**config.mk**
```make
export PLATFORM = sky130hd
export DESIGN_NAME = seq_divider
export DESIGN_NICKNAME = d
export VERILOG_FILES = /design/src/rtl/seq_divider.sv
export SDC_FILE = /design/constraint.sdc
export NUM_CORES = 1
export LEC_CHECK = 0
export CELL_PAD_IN_SITES_DETAIL_PLACEMENT = 0
export CELL_PAD_IN_SITES_GLOBAL_PLACEMENT = 1
export CORE_MARGIN = 2
export CORE_UTILIZATION = 41
export DETAILED_ROUTE_END_ITERATION = 12
export HOLD_SLACK_MARGIN = 0.05
export PLACE_DENSITY_LB_ADDON = 0.12
export SYNTH_ARGS = -nofsm -noshare
export SYNTH_HDL_FRONTEND = slang
export SYNTH_SLANG_ARGS = --single-unit
```
**constraint.sdc**
```tcl
create_clock -name clk -period 3.93 [get_ports clk]
set_clock_uncertainty 0.1 [all_clocks]
set_input_delay 0.393 -clock clk [delete_from_list [all_inputs] [get_ports clk]]
set_output_delay 0.393 -clock clk [all_outputs]
set_load 0.005 [all_outputs]
```
**src/rtl/seq_divider.sv**
```systemverilog
// Sequential restoring divider: one quotient bit per clock, MSB first.
// A zero divisor skips the iteration and completes in a single cycle.
module seq_divider #(
  parameter int unsigned XLEN = 16
) (
  input  logic            clk,
  input  logic            reset,
  input  logic            start,
  input  logic [XLEN-1:0] dividend,
  input  logic [XLEN-1:0] divisor,
  output logic            ready,
  output logic            done,
  output logic            dz,
  output logic [XLEN-1:0] quotient,
  output logic [XLEN-1:0] remainder
);

  localparam int unsigned CW = $clog2(XLEN + 1);

  typedef enum logic [1:0] {
    IDLE    = 2'd0,
    OPERATE = 2'd1,
    DONE    = 2'd2
  } state_t;

  state_t state, state_next;

  logic [XLEN-1:0] dvd;        // captured dividend, consumed MSB first
  logic [XLEN-1:0] dvs;        // captured divisor
  logic [XLEN-1:0] prem;       // partial remainder
  logic [XLEN-1:0] quo;        // quotient under construction
  logic [CW-1:0]   count;      // steps still to perform

  logic            last_step;
  logic [XLEN:0]   shifted;
  logic [XLEN:0]   diff;
  logic            borrow;
  logic [XLEN-1:0] prem_next;
  logic [XLEN-1:0] quo_next;

  assign last_step = (count == CW'(1));

  // One restoring step. The partial remainder is always below the divisor,
  // so the shifted value is below twice the divisor and the sign bit of an
  // XLEN+1-bit difference is a reliable borrow indicator.
  always_comb begin
    shifted   = {prem, dvd[XLEN-1]};
    diff      = shifted - {1'b0, dvs};
    borrow    = diff[XLEN];
    prem_next = borrow ? shifted[XLEN-1:0] : diff[XLEN-1:0];
    quo_next  = {quo[XLEN-2:0], ~borrow};
  end

  // Control state register.
  always_ff @(posedge clk) begin
    if (reset) state <= IDLE;
    else       state <= state_next;
  end

  // Next-state decode and status outputs.
  always_comb begin
    state_next = state;
    ready      = 1'b0;
    done       = 1'b0;
    case (state)
      IDLE: begin
        ready = 1'b1;
        if (start) state_next = (divisor == '0) ? DONE : OPERATE;
      end
      OPERATE: begin
        if (last_step) state_next = DONE;
      end
      DONE: begin
        done       = 1'b1;
        state_next = IDLE;
      end
      default: state_next = IDLE;
    endcase
  end

  // Operand capture, iteration datapath and result registers.
  always_ff @(posedge clk) begin
    if (reset) begin
      dvd       <= '0;
      dvs       <= '0;
      prem      <= '0;
      quo       <= '0;
      count     <= '0;
      quotient  <= '0;
      remainder <= '0;
      dz        <= 1'b0;
    end else begin
      case (state)
        IDLE: begin
          if (start) begin
            if (divisor == '0) begin
              quotient  <= '1;
              remainder <= dividend;
              dz        <= 1'b1;
            end else begin
              dvd   <= dividend;
              dvs   <= divisor;
              prem  <= '0;
              quo   <= '0;
              count <= CW'(XLEN);
              dz    <= 1'b0;
            end
          end
        end
        OPERATE: begin
          dvd   <= {dvd[XLEN-2:0], 1'b0};
          prem  <= prem_next;
          quo   <= quo_next;
          count <= count - CW'(1);
          if (last_step) begin
            quotient  <= quo_next;
            remainder <= prem_next;
          end
        end
        default: ;
      endcase
    end
  end

endmodule

```
==> impl_metrics.json, run 1 <==
{
  "r2r_start": "dvd[15]$_SDFFE_PP0P_",
  "synth_adder_area_share": 0.04910,
  "cp-start-kind": "flop",
  "synth-main-ff-cell": "dfxtp_1",
  "final.min_clock_period_ns": 3.097,
  "grt_pass1_vias": 4363,
  "pwr-share-comb": 0.456,
  "gp_congestion": 0.8451,
  "vias": 4453,
  "hold_depth": 2,
  "crit_type": "reg2reg",
  "clockBufferDepth": 2,
  "synth_seq_area_share": 0.4128,
  "drt_iter0_markers": 289,
  "antenna_found_initial": 0,
  "placementRows": 40,
  "ant_nets": 0,
  "netlist_instances": 616,
  "setup_violations": 0,
  "slew_headroom": 0.2261,
  "drv_cap": 0,
  "synth_warnings": 0,
  "hold_viol": 0,
  "cp.required_ns": 4.02,
  "synth-seq-cells": 103,
  "clock_latency_ns": 0.36,
  "synth-simple-area-share": 0.2027,
  "die_h_microns": 114.4,
  "nNetsFinal": 719,
  "grt-ovfl-total": 0,
  "grt_use_total": 0.2075,
  "clkPwrFrac": 0.220,
  "synth_area_sq_mm": 0.004995,
  "syn_avg_cell_area_sq_um": 8.108,
  "tns_ns": 0,
  "first_pass_iters": 4,
  "drt-total-wl_microns": 12990,
  "p_int_mw": 2.389,
  "numClockSinks": 103,
  "p_per_area_mw_per_mm2": 642.5,
  "post_cts_buffers": 0,
  "diodes": 0,
  "die_w_microns": 114.4,
  "drc_errors": 0,
  "cts_made_buffers": 9,
  "portBuffers": 69,
  "grt_pass1_wl_microns": 21320,
  "cp-end-kind": "flop",
  "status": "finished clean",
  "synth_fp_nets": 670,
  "r2r-end": "remainder[9]$_SDFFE_PP0P_",
  "clkTransAtPathRegs_ns": 0.07,
  "async_flop_share": 0,
  "path_max_fanout": 10,
  "whs_endpoint": "quotient[8]$_SDFFE_PP0P_",
  "dieArea_sq_mm": 0.01308,
  "ctsRootBufferMaster": "clkbuf_16",
  "holdWs_ns": 0.3543,
  "synth-compound-area-share": 0.2392,
  "synth_top_family_by_area": "compound AO/OA/AOI/OAI gates",
  "synth_commonest_cells": "112 x nand2_1, 103 x dfxtp_1, 74 x nor2_1",
  "synthDistinctLibCells": 61,
  "synth-xor-area-share": 0.02229,
  "synth_most_common_cell": "nand2_1",
  "slew_viol_final": 0,
  "muxShareOfSynthArea": 0.02129,
  "seqPwrFrac": 0.324,
  "timing.final.crit_share": 0.7880,
  "rrSetupSlack_ns": 0.83,
  "p_sw_frac": 0.3860,
  "synth_top_area_share": 0.4128,
  "hold_class": "reg2reg",
  "cts_tree": "yes",
  "start_util": 0.4176,
  "vdd_drop_max_v": 0.0002802,
  "synth.area.top_cells": "dfxtp_1 41%, nand2_1 8.4%, a21oi_1 6.5%",
  "num_io_pins": 70,
  "power_switching_mw": 1.502,
  "leakage_nw": 2.226,
  "utilization": 0.5064,
  "wl_per_cell_microns": 15.90,
  "worstPathArrival_ns": 3.19,
  "rsz0062_at_grt": "no",
  "synth-edff-count": 0,
  "coreArea_sq_mm": 0.01196,
  "grt_max_degree": 108,
  "rr_worst_depth": 12,
  "cts-resized-gates": 0,
  "area_growth_pct": 21.27,
  "yosysTopAreaCell": "dfxtp_1",
  "min-delay-start": "quotient[8]$_SDFFE_PP0P_",
  "htreeDepth": 3,
  "cts_hold_buffers": 0,
  "via_per_inst": 5.450,
  "max_slew.worst_pin.slew_ns": 1.161,
  "fmax_mhz": 322.9,
  "drive_above_1_share": 0.07612,
  "hpwl_microns": 9089
}
==> worst max-delay path by stage <==
stage | start | to | cells after the start
2_1_floorplan | dvd[15]$_SDFFE_PP0P_ | prem[14]$_SDFFE_PP0P_ | 12
4_1_cts | dvd[15]$_SDFFE_PP0P_ | remainder[9]$_SDFFE_PP0P_ | 12
6_report | dvd[15]$_SDFFE_PP0P_ | remainder[9]$_SDFFE_PP0P_ | 12
3_3_place_gp | divisor[10] | remainder[0]$_SDFFE_PP0P_ | 8
3_5_place_dp | divisor[10] | remainder[0]$_SDFFE_PP0P_ | 8
5_1_grt | dvd[15]$_SDFFE_PP0P_ | remainder[6]$_SDFFE_PP0P_ | 12
==> placed cells by master, fill, tap and decap left out, types with 5 or more instances in the layout <==
cell	instances
a21o_1	5
a21oi_1	65
a22oi_1	17
a311oi_1	18
a311oi_2	6
buf_4	11
clkbuf_16	9
clkdlybuf4s50_1	68
dfxtp_1	103
ha_1	18
inv_1	22
nand2_1	112
nand3_1	7
nand3b_1	6
nor2_1	73
nor3_1	9
nor4_1	6
o21a_1	5
o21ai_0	22
xnor2_1	5
==> cells by family after synthesis <==
group                    Yosys count
AND/OR/NAND/NOR                  237
AO/OA/AOI/OAI                    173
flip-flops                       103
buffers and inverters             64
adder cells (fa/ha/maj)           19
XOR/XNOR                          11
multiplexers                       9
==> power by group through the flow <==
stage | sequential (mW) | combinational [mW] | clock, mW
2_1_floorplan | 1.26 | 1.37 | 0
3_3_place_gp | 1.28 | 1.74 | 0
3_5_place_dp | 1.28 | 1.77 | 0
4_1_cts | 1.26 | 1.78 | 0.885
5_1_grt | 1.28 | 1.98 | 0.920
6_report | 1.26 | 1.78 | 0.854
==> routing by layer <==
metal | GRT usage | vias to the layer above | share of wire
met4 | 0.07642 | 0 | 0.023
li1 | - | 2257 | -
met5 | 0 | - | 0
met1 | 0.2623 | 2088 | 0.46
met2 | 0.3440 | 89 | 0.48
met3 | 0.05082 | 19 | 0.035
==> flip-flops by register name, summed over array words and instances, names as in the netlist <==
signal     flops
count          5
quo           15
dvs           16
state          2
dvd           16
prem          16
quotient      16
dz             1
remainder     16
==> layout make-up <==
type                       count  area (sq um)
tap                          147         183.9
multi-input combinational    449          2680
clock inverter                 7         56.30
clock buffer                   9         225.2
inverter                      23         86.33
sequential                   103          2062
fill                        1219          5904
timing repair buffer          79         763.2
==> per-stage QoR <==
stage	power (mW)	setup slack, ns	cell area (sq um)	std cells
6_report	3.892	0.8332	6057	817
4_1_cts	3.925	0.8394	6057	817
3_3_place_gp	3.026	0.7596	5776	801
3_5_place_dp	3.055	0.7594	5776	801
5_1_grt	4.175	0.5959	6057	817
2_1_floorplan	2.637	1.191	4995	616
==> critical path, stage by stage, from the launching register on <==
cell      delay, ns
dfxtp_1        0.36
inv_1          0.05
ha_1           0.21
fa_1           0.40
nor2b_1        0.17
o31a_2         0.17
o21ai_1        0.10
o211ai_2       0.31
xor2_2         0.28
buf_4          0.24
mux2_4         0.32
o21ai_1        0.14
a21oi_1        0.08
No activity file was read; power rests on OpenSTA's default activity.
==> inputs of run 2 (changes only) <==
- clock period: 3.93 -> 3.1 ns (I/O delays scaled with it)
==> run 2 against run 1 <==
Net effect:
- routed wire length up 3.7%
- setup slack got worse by 0.67 ns
- via count grew 1.9%
- clock power rose by 35%
- first-iteration DRC count shrank 10%
- die area did not move
- combinational power up 51%
- critical path type unchanged
- largest cell class unchanged
- largest power group unchanged
==> impl_metrics.json, run 2 (synthesized netlist as in run 1, its figures left out) <==
{
  "status": "finished clean",
  "grt_use_total": 0.2074,
  "max_slew.worst_pin.slew_ns": 1.242,
  "vias": 4538,
  "cts_made_buffers": 9,
  "design_area_sq_mm": 0.006196,
  "vdd_drop_max_v": 0.0004281,
  "drt-total-wl_microns": 13470,
  "final_cell_mix": "112 x nand2_1, 102 x dfxtp_1, 73 x nor2_1, 68 x clkdlybuf4s50_1, 64 x a21oi_1",
  "timing.final.crit_share": 0.9487,
  "path_max_fanout": 5,
  "grt_pass1_wl_microns": 21250,
  "drc_errors": 0,
  "clkPwrFrac": 0.212,
  "grt_max_degree": 45,
  "cp.required_ns": 3.21,
  "p_int_mw": 3.392,
  "gp_congestion": 0.8080,
  "portBuffers": 69,
  "placementRows": 40,
  "via_per_inst": 5.481,
  "slew_viol_final": 0,
  "die_h_microns": 114.4,
  "final.min_clock_period_ns": 2.941,
  "wl_per_cell_microns": 16.27,
  "seqPwrFrac": 0.294,
  "cts_hold_buffers": 0,
  "die_w_microns": 114.4,
  "grt_pass1_vias": 4241,
  "clock_latency_ns": 0.36,
  "p_per_area_mw_per_mm2": 875.8,
  "placed_area_sq_mm": 0.005806,
  "numClockSinks": 103,
  "crit_path_max_incr_delay_ns": 0.39,
  "tns_ns": 0,
  "clkTransAtPathRegs_ns": 0.07,
  "ctsRootBufferMaster": "clkbuf_16",
  "hold_viol": 0,
  "start_util": 0.4176,
  "num_io_pins": 70,
  "antenna_found_initial": 0,
  "htreeDepth": 3,
  "utilization": 0.5180,
  "fmax_mhz": 340.0,
  "p_sw_frac": 0.3748,
  "worstPathArrival_ns": 3.05,
  "ant_nets": 0,
  "leakage_nw": 2.302,
  "crit_chain": "inv_1 -> ha_1 -> a21oi_2 -> nand2_1 -> o2111ai_1 -> o211ai_4 -> xor2_2 -> buf_6 -> mux2_1 -> nand2_1 -> a311oi_2",
  "holdWs_ns": 0.2935,
  "clockBufferDepth": 2,
  "drive_above_1_share": 0.09838,
  "first_pass_iters": 5,
  "coreArea_sq_mm": 0.01196,
  "grt-ovfl-total": 0,
  "cp_common_cell": "nand2_1",
  "power_switching_mw": 2.034,
  "hold_class": "in2reg",
  "cp-start-kind": "flop",
  "crit_type": "reg2reg",
  "drv_cap": 0,
  "dp_cells": 805,
  "nNetsFinal": 731,
  "drt_iter0_markers": 260,
  "cts_tree": "yes",
  "pwr-share-comb": 0.494,
  "setup_violations": 0,
  "slowest_stage": "o2111ai_1",
  "layoutNonFillerInstCount": 828,
  "layout_commonest_cell": "nand2_1",
  "slew_headroom": 0.1689,
  "hpwl_microns": 9321,
  "dieArea_sq_mm": 0.01308,
  "area_growth_pct": 24.05,
  "diodes": 0,
  "cp-end-kind": "flop"
}
## run 2: what timing repair did
action,4_1_cts,5_1_grt
hold endpoints to repair,0,0
gates resized for setup,0,9
buffers inserted,0,6
endpoints found under the setup margin,0,13
## run 2: path summary, 6_finish.rpt
| path | slack [ns] | depth (start not counted) | end | start |
|---|---|---|---|---|
| worst max-delay path | 0.16 | 11 | remainder[4]$_SDFFE_PP0P_ | dvs[11]$_SDFFE_PP0P_ |
| worst min-delay path | 0.29 | 2 | prem[14]$_SDFFE_PP0P_ | reset |
| worst max register to register | 0.16 | 11 | remainder[4]$_SDFFE_PP0P_ | dvs[11]$_SDFFE_PP0P_ |
| worst min register to register | 0.35 | 2 | quotient[12]$_SDFFE_PP0P_ | quotient[12]$_SDFFE_PP0P_ |
## run 2: per-stage QoR
stage          total power [mW]  worst slack (ns)
2_1_floorplan             3.343            0.3607
3_3_place_gp              3.866           0.02873
3_5_place_dp              3.891           0.08850
4_1_cts                   5.058            0.1416
5_1_grt                   5.765          -0.04129
6_report                  5.426            0.1590
## run 2: layout make-up
type / count / area [sq um]
multi-input combinational: 449 / 2711
tap: 147 / 183.9
clock buffer: 10 / 239.0
sequential: 103 / 2063
timing repair buffer: 91 / 855.8
fill: 1164 / 5766
inverter: 23 / 86.33
clock inverter: 5 / 56.30
## run 2: power groups by stage
stage	registers [mW]	clock network (mW)	logic [mW]
final	1.60	1.15	2.68
after global routing	1.62	1.23	2.92
after CTS	1.60	1.18	2.28
after detailed placement	1.62	0	2.27
after global placement	1.62	0	2.24
after floorplan	1.60	0	1.74
## run 2: layer usage
| metal | wire [microns] | vias to the layer above | global-route usage |
|---|---|---|---|
| met1 | 6062 | 2153 | 0.2618 |
| met3 | 553 | 16 | 0.04976 |
| met5 | 0 | - | 0 |
| li1 | - | 2278 | - |
| met2 | 6676 | 91 | 0.3504 |
| met4 | 178 | 0 | 0.06585 |
## run 2: critical path, delay by kind of cell, from the launching register on
family	cells	cell delay, ns
xor+xnor	1	0.31
flops	1	0.32
buf+inv	2	0.23
compound gates	4	0.90
mux	1	0.32
fa+ha+maj	1	0.38
simple gates	2	0.24
